[config.mk]
export PLATFORM = sky130hd
export DESIGN_NAME = iaoq_update
export DESIGN_NICKNAME = d
export VERILOG_FILES = /design/src/rtl/iaoq_pkg.sv /design/src/rtl/iaoq_update_null_ctrl.sv /design/src/rtl/iaoq_update.sv
export SDC_FILE = /design/constraint.sdc
export NUM_CORES = 1
export LEC_CHECK = 0
export CORE_ASPECT_RATIO = 0.5
export CORE_MARGIN = 1.5
export CORE_UTILIZATION = 44
export DETAILED_ROUTE_END_ITERATION = 6
export GPL_ROUTABILITY_DRIVEN = 0
export PLACE_DENSITY_LB_ADDON = 0.05
export REMOVE_ABC_BUFFERS = 1
export SLEW_MARGIN = 10
export SYNTH_ARGS = -nofsm -noshare
export SYNTH_HDL_FRONTEND = slang
export SYNTH_HIERARCHICAL = 1
export SYNTH_SLANG_ARGS = --single-unit
[constraint.sdc]
create_clock -name clk -period 2.83 [get_ports clk]
set_input_delay 0.566 -clock clk [delete_from_list [all_inputs] [get_ports clk]]
set_output_delay 0.566 -clock clk [all_outputs]
set_load 0.005 [all_outputs]
[src/rtl/iaoq_pkg.sv]
// Shared definitions for the instruction address offset queue update logic.
package iaoq_pkg;

  typedef enum logic {
    RUN       = 1'b0,
    NULL_SLOT = 1'b1
  } iaoq_state_e;

  localparam logic [31:0] INSTR_BYTES = 32'd4;

endpackage

[src/rtl/iaoq_update_null_ctrl.sv]
// Effective-branch and delay-slot nullification decode for the instruction at IAOQ_FRONT.
module null_ctrl (
  input  logic nullify,
  input  logic bl,
  input  logic comb,
  input  logic cond_true,
  input  logic n_bit,
  input  logic disp_neg,
  output logic br,
  output logic nxt_null
);

  // A nullified instruction neither branches nor nullifies its successor; BL wins over COMB.
  always_comb begin
    br       = 1'b0;
    nxt_null = 1'b0;
    if (!nullify) begin
      br = bl | (comb & cond_true);
      if (bl) begin
        nxt_null = n_bit;
      end else if (comb) begin
        // forward-taken or backward-not-taken squashes the delay slot
        nxt_null = n_bit & (cond_true ^ disp_neg);
      end else begin
        nxt_null = 1'b0;
      end
    end else begin
      br       = 1'b0;
      nxt_null = 1'b0;
    end
  end

endmodule

[src/rtl/iaoq_update.sv]
// PA-RISC IAOQ front/back registers with branch redirect, nullification and taken counter.
module iaoq_update
  import iaoq_pkg::*;
#(
  parameter logic [31:0] RESET_FRONT = 32'h0000_0000,
  parameter logic [31:0] RESET_BACK  = 32'h0000_0004,
  parameter int          CNT_W       = 16
) (
  input  logic             clk,
  input  logic             reset,
  input  logic             LE,
  input  logic             BL,
  input  logic             COMB,
  input  logic             COND_TRUE,
  input  logic             N_BIT,
  input  logic             DISP_NEG,
  input  logic [31:0]      TA,
  output logic [31:0]      IAOQ_FRONT,
  output logic [31:0]      IAOQ_BACK,
  output logic             NULLIFY,
  output logic [31:0]      LINK_ADDR,
  output logic             BR_TAKEN,
  output logic [CNT_W-1:0] TAKEN_CNT
);

  iaoq_state_e      state_r, state_nxt_s;
  logic [31:0]      front_r, back_r, front_nxt_s, back_nxt_s;
  logic [CNT_W-1:0] cnt_r, cnt_nxt_s;
  logic             br_s, nxt_null_s;

  null_ctrl u_null_ctrl (
    .nullify   (state_r == NULL_SLOT),
    .bl        (BL),
    .comb      (COMB),
    .cond_true (COND_TRUE),
    .n_bit     (N_BIT),
    .disp_neg  (DISP_NEG),
    .br        (br_s),
    .nxt_null  (nxt_null_s)
  );

  // Next-state for the queue, nullify state and saturating counter; stall holds everything.
  always_comb begin
    state_nxt_s = state_r;
    front_nxt_s = front_r;
    back_nxt_s  = back_r;
    cnt_nxt_s   = cnt_r;
    if (LE) begin
      state_nxt_s = nxt_null_s ? NULL_SLOT : RUN;
      front_nxt_s = back_r;
      back_nxt_s  = br_s ? TA : (back_r + INSTR_BYTES);
      if (br_s && !(&cnt_r)) begin
        cnt_nxt_s = cnt_r + CNT_W'(1);
      end else begin
        cnt_nxt_s = cnt_r;
      end
    end else begin
      state_nxt_s = state_r;
    end
  end

  // State registers with asynchronous reset.
  always_ff @(posedge clk or posedge reset) begin
    if (reset) begin
      state_r <= RUN;
      front_r <= RESET_FRONT;
      back_r  <= RESET_BACK;
      cnt_r   <= '0;
    end else begin
      state_r <= state_nxt_s;
      front_r <= front_nxt_s;
      back_r  <= back_nxt_s;
      cnt_r   <= cnt_nxt_s;
    end
  end

  assign IAOQ_FRONT = front_r;
  assign IAOQ_BACK  = back_r;
  assign NULLIFY    = (state_r == NULL_SLOT);
  assign TAKEN_CNT  = cnt_r;
  assign BR_TAKEN   = br_s;
  assign LINK_ADDR  = front_r + 32'd8;

endmodule

==> impl_metrics.csv, run 1 <==
group,metric,value,unit
run_status,status,"finished clean",
timing,whs,501,ps
timing,relSlewSlack,61.5,%
detailed_routing,route.detailed.drc,0,
final_layout,antenna-diode-count,0,
cts,ctsHoldBuffers,0,
power_and_ir_drop,power_frac_comb,37.9,%
min_path,min_path_type,"flip-flop to flip-flop",
job,cap_violations,0,
synth,synth_area,4640,sq um
synth,yosys_warnings,6,
final_layout,drive_gt1_share,19.1,%
cts,cts_htree_levels,3,
die,dieHeight,75.6,um
global_route,grt_max_degree,48,
detailed_routing,ant_nets,0,
power_and_ir_drop,switchingPower,0.00161,W
global_route,grt_pass1_vias,3955,
cts,clk_latency,330,ps
power_and_ir_drop,switching_share,31.1,%
final_layout,multi_input_area,2570,sq um
detailed_routing,viasPerCell,5.64,
synth,synth_top_cell_by_area,"dfrtp_1",
power_and_ir_drop,power_per_cell_area,728,nW/um^2
synth,synth_area_leaders,"dfrtp_1 43%, mux2_2 7.0%, xor2_1 3.8%",
critical_path,worstReg2RegStart,"IAOQ_BACK[2]",
final_layout,layout_commonest_cell,"clkdlybuf4s50_1",
synth,synthArstFlopShare,100,%
global_route,grt_pass1_wl,21400,um
detailed_routing,wl_per_cell,17.4,um
detailed_routing,totalWireLength,13900,um
placed_design,place_worst_setup_slack,148,ps
placed_design,io_buffers,153,
detailed_routing,drt_iter0_markers,298,
synth,yosysTopAreaCellShare,43.1,%
critical_path,reg2reg_to,"IAOQ_BACK[24]",
global_route,grt_usage,24.6,%
critical_path,crit_end,"LINK_ADDR[25]",
timing,setup_ws,61.2,ps
global_route,antenna_found_initial,0,
power_and_ir_drop,power_frac_clock,26.1,%
synth,postSynthCellCount,472,
timing,slew_viol_final,0,
critical_path,r2r_cells,5,
final_layout,synthToLayoutAreaGrowth,52.9,%
cts,clk_path_buf_depth,2,
die,rows,26,
die,die_w,148,um
timing,fin_crit_sh,97.8,%
die,initial_core_util,45.3,%
power_and_ir_drop,p_leak,2.98,nW
synth,avgSynthCellArea,9.84,sq um
cts,numCtsBuffers,9,
die,io_pins,154,
cts,clockRootBuffer,"clkbuf_16",
final_layout,seqCellArea,2030,sq um
cts,clock_sinks,81,
critical_path,cp-startpoint,"IAOQ_FRONT[16]",
timing,worstMarginPinSlew,577,ps
synth,synth_cell_types,59,
timing,fmax,0.361,GHz
placed_design,hpwl,9840,um
timing,clock-skew-final,5.24,ps
critical_path,regToRegSetupSlack,700,ps
min_path,hp-start,"IAOQ_BACK[0]",
die,core-area,10200,sq um
critical_path,required,2260,ps
synth,synth-edff-count,0,
critical_path,critPathCaptureType,"output pin",
global_route,grt.overflow.total,0,
power_and_ir_drop,ir_worst_vdd,0.326,mV
final_layout,fillers,810,
final_layout,nets,699,
critical_path,crit_type,"flip-flop to output pin",
synth,ys_ff_latch,81,
power_and_ir_drop,seq_power_share,36.0,%
detailed_routing,drtPass1Iterations,4,
power_and_ir_drop,intPower,0.00356,W
synth,yosysSeqAreaShare,43.7,%
detailed_routing,routed-via-count,4519,
synth,synth-main-ff-cell,"dfrtp_1",
cts,cts_tree,"built",
timing,fin_crit,2770,ps
critical_path,critPathArrivalTime,2200,ps
timing,hold_viol,0,
die,dieArea,11200,sq um
timing,setup_viol,0,
final_layout,mostFrequentLayoutCells,"140 x clkdlybuf4s50_1, 78 x dfrtp_1, 46 x buf_4, 33 x nand2_1, 29 x mux2_2",
cts,clk_pin_slew,60,ps
critical_path,crit_fanout,4,
critical_path,start_kind,"flip-flop",
[synth_stat cells, types with 15 or more instances]
library cell and instances:
xnor2_1 18, and4_1 15, o21ai_0 17, nor2_1 28, nand4_1 17, nand3_1 25
dfrtp_1 80, clkbuf_1 16, nand2_1 33, a21oi_1 22, xor2_1 20, mux2_2 29
[power by group through the flow]
stage | logic (W) | registers, W | clock network [W]
global route | 0.00212 | 0.00192 | 0.00142
global placement | 0.00183 | 0.00188 | 0
floorplan | 0.000669 | 0.00183 | 0
CTS | 0.00192 | 0.00185 | 0.00137
finish | 0.00196 | 0.00186 | 0.00135
detailed placement | 0.00185 | 0.00188 | 0
[worst max-delay path, cell delays in order (launching register included)]
cell             delay [ps]
dfrtp_1                 370
and4_4                  270
buf_4                   140
and4_2                  250
nand3_1                 130
xnor2_1                 190
clkdlybuf4s50_1         510
[per-stage QoR]
step	std cells	total power, W	cell area (sq um)	util [%]	TNS, ps
6_report	801	0.00517	7100	69.3	0
5_1_grt	801	0.00546	7100	69.3	-87.7
4_1_cts	791	0.00514	6920	67.5	-240
3_5_place_dp	762	0.00373	6440	62.8	0
3_3_place_gp	762	0.00370	6440	62.8	0
2_1_floorplan	443	0.00250	4510	-	-19070
[cells by family after synthesis]
family	share of synthesized area, %
simple gates	21.9
buf+inv	3.85
flops	43.7
xor+xnor	7.17
compound gates	14.0
mux	8.57
fa+ha+maj	0.808
[area by class of cell]
class | count | share of cell area (%)
multi-input combinational | 350 | 36.1
clock buffer | 11 | 3.42
timing repair buffer | 202 | 27.3
sequential | 81 | 28.6
inverter | 12 | 0.652
clock inverter | 5 | 1.45
tap | 140 | 2.47
[registers in the layout, indices dropped and copies added, names as in the netlist]
signal      count
IAOQ_BACK      32
IAOQ_FRONT     32
TAKEN_CNT      16
NULLIFY         1
[how the worst min path moves through the flow]
stage	end	slack (ps)	depth (start not counted)
2_1_floorplan	IAOQ_BACK[0]	490	2
3_3_place_gp	IAOQ_BACK[0]	490	2
3_5_place_dp	IAOQ_BACK[0]	490	2
4_1_cts	IAOQ_BACK[0]	510	2
5_1_grt	TAKEN_CNT[7]	540	1
6_report	IAOQ_BACK[0]	500	2
[timing repair]
action / 4_1_cts / 5_1_grt
cloned: 0 / 0
resized for setup: 15 / 27
pin swaps: 1 / 6
setup endpoints to repair: 14 / 16
buffers inserted: 13 / 10
[per-layer routing]
layer | track usage, % | wire (um)
met2 | 38.6 | 6460
met1 | 35.3 | 6450
met5 | 0 | 0
met4 | 5.39 | 116
met3 | 5.75 | 897
(Power assumes the default switching activity.)
==> run 2, diff against run 1 <==
Settings changed: SLEW_MARGIN 10 to default.
==> results of run 2 <==
Final layout, timing and power as in run 1 (identical DEF).
==> run 3, diff against run 2 <==
Settings changed: CORE_MARGIN 1.5 to 3, PLACE_DENSITY_LB_ADDON 0.05 to 0.12.
==> impl_metrics.csv, run 3 (synthesis results as in run 1) <==
group,metric,value,unit
run_status,status,"finished clean",
critical_path,r2r_cells,5,
final_layout,layout_commonest_cell,"clkdlybuf4s50_1",
timing,fmax,0.358,GHz
timing,hold_viol,0,
timing,slew_viol_final,0,
die,io_pins,154,
die,die_w,151,um
timing,clock-skew-final,8.66,ps
cts,numCtsBuffers,9,
critical_path,critPathArrivalTime,2220,ps
critical_path,crit_path_cell_trace,"and4_4 > nand3_4 > nor4_2 > xor2_1 > clkdlybuf4s50_1",
final_layout,mostFrequentLayoutCells,"142 x clkdlybuf4s50_1, 75 x dfrtp_1, 42 x buf_4, 33 x nand2_1, 29 x mux2_2",
final_layout,fin_util,70.7,%
timing,fin_crit_sh,98.6,%
critical_path,crit_type,"flip-flop to output pin",
min_path,hp-start,"IAOQ_BACK[0]",
cts,clockRootBuffer,"clkbuf_16",
final_layout,synthToLayoutAreaGrowth,50.0,%
placed_design,place_worst_setup_slack,132,ps
critical_path,required,2260,ps
timing,rsz0062_at_grt,"true",
critical_path,cpMaxStageDelayCell,"clkdlybuf4s50_1",
global_route,grt_pass1_wl,22400,um
timing,setup_viol,0,
final_layout,antenna-diode-count,0,
placed_design,hpwl,10200,um
detailed_routing,drtPass1Iterations,4,
power_and_ir_drop,power_per_cell_area,719,nW/um^2
cts,clock_sinks,81,
cts,clk_path_buf_depth,2,
timing,fin_crit,2790,ps
detailed_routing,drt_iter0_markers,325,
min_path,min_path_cells,2,
global_route,antenna_found_initial,0,
critical_path,crit_fanout,7,
timing,worstMarginPinSlew,542,ps
placed_design,io_buffers,153,
die,dieHeight,78.6,um
critical_path,start_kind,"flip-flop",
detailed_routing,ant_nets,0,
timing,relSlewSlack,62.9,%
power_and_ir_drop,ir_worst_vdd,0.435,mV
global_route,grt_usage,23.8,%
detailed_routing,routed-via-count,4524,
detailed_routing,wl_per_cell,17.9,um
global_route,grt_max_degree,82,
critical_path,reg2reg_to,"IAOQ_BACK[24]",
min_path,holdPathEnd,"IAOQ_BACK[0]",
final_layout,nets,693,
die,dieArea,11900,sq um
cts,ctsHoldBuffers,0,
global_route,grt_pass1_vias,4293,
detailed_routing,totalWireLength,14100,um
job,cap_violations,0,
die,initial_core_util,47.1,%
critical_path,max_stage_delay,520,ps
cts,clk_latency,340,ps
power_and_ir_drop,p_leak,2.92,nW
die,rows,25,
detailed_routing,viasPerCell,5.73,
critical_path,worstReg2RegStart,"IAOQ_BACK[2]",
critical_path,critPathCaptureType,"output pin",
cts,clk_pin_slew,60,ps
cts,cts_htree_levels,3,
global_route,grt.overflow.total,0,
die,core-area,9850,sq um
min_path,min_path_type,"flip-flop to flip-flop",
detailed_routing,route.detailed.drc,0,
critical_path,regToRegSetupSlack,690,ps
final_layout,drive_gt1_share,18.3,%
timing,setup_ws,39.5,ps
cts,cts_tree,"built",
run 3: cell count changes in the layout (fill, tap and decap cells not counted), moves of 2 or more:
cell,delta
clkdlybuf4s50_1,+2
nor3_1,+2
dfrtp_2,+3
bufinv_16,-2
buf_4,-4
dfrtp_1,-3
run 3: per-stage QoR:
stage | total power [W] | area, sq um | std cells | hold slack (ps) | TNS [ps]
finish | 0.00501 | 6970 | 790 | 501 | 0
global route | 0.00530 | 6970 | 790 | 532 | -79.6
CTS | 0.00501 | 6880 | 785 | 505 | -17.2
detailed placement | 0.00377 | 6430 | 758 | 492 | 0
global placement | 0.00373 | 6430 | 758 | 488 | 0
floorplan | 0.00250 | 4510 | 443 | 486 | -19070
run 3: how the worst max path moves through the flow:
| stage | start | end | slack [ps] | depth (start not counted) |
|---|---|---|---|---|
| 5_1_grt | IAOQ_FRONT[3] | LINK_ADDR[29] | -60 | 6 |
| 3_3_place_gp | IAOQ_FRONT[3] | LINK_ADDR[31] | 160 | 7 |
| 2_1_floorplan | COMB | TAKEN_CNT[1] | -980 | 5 |
| 4_1_cts | IAOQ_FRONT[16] | LINK_ADDR[31] | -10 | 6 |
| 6_report | IAOQ_FRONT[20] | LINK_ADDR[29] | 40 | 5 |
| 3_5_place_dp | IAOQ_FRONT[3] | LINK_ADDR[31] | 130 | 7 |
run 3: critical path, delay by kind of cell (launching register included):
family / cells / cell delay, ps
buffers and inverters: 1 / 520
AND/OR/NAND/NOR: 3 / 780
XOR/XNOR: 1 / 190
flip-flops: 1 / 410
run 3: routing by layer:
layer | share of wire, % | global-route usage, % | up-vias
met3 | 7.2 | 5.77 | 10
met2 | 46 | 37.0 | 155
met4 | 0.68 | 4.43 | 0
met5 | 0 | 0 | -
met1 | 46 | 34.0 | 2226
li1 | - | - | 2133
run 3: repair_timing:
item                       in CTS  in global routing
gates resized for setup        24                 14
pin swaps                       3                  2
setup buffers                  11                  5
setup endpoints to repair      16                 17
run 3: layout make-up:
| type | instances | area (sq um) |
|---|---|---|
| clock inverters | 5 | 55.1 |
| fillers | 809 | 2890 |
| repair buffers | 196 | 1870 |
| inverters | 12 | 46.3 |
| multi-input cells | 350 | 2550 |
| flip-flops and latches | 81 | 2030 |
| clock buffers | 11 | 243 |
| well taps | 135 | 169 |
run 3: power breakdown:
| group | internal (W) | switching [W] | leakage [nW] |
|---|---|---|---|
| Combinational | 0.00123 | 0.000754 | 1.81 |
| Clock | 0.000704 | 0.000459 | 0.142 |
| Sequential | 0.00145 | 0.000408 | 0.968 |
| Total | 0.00339 | 0.00162 | 2.92 |
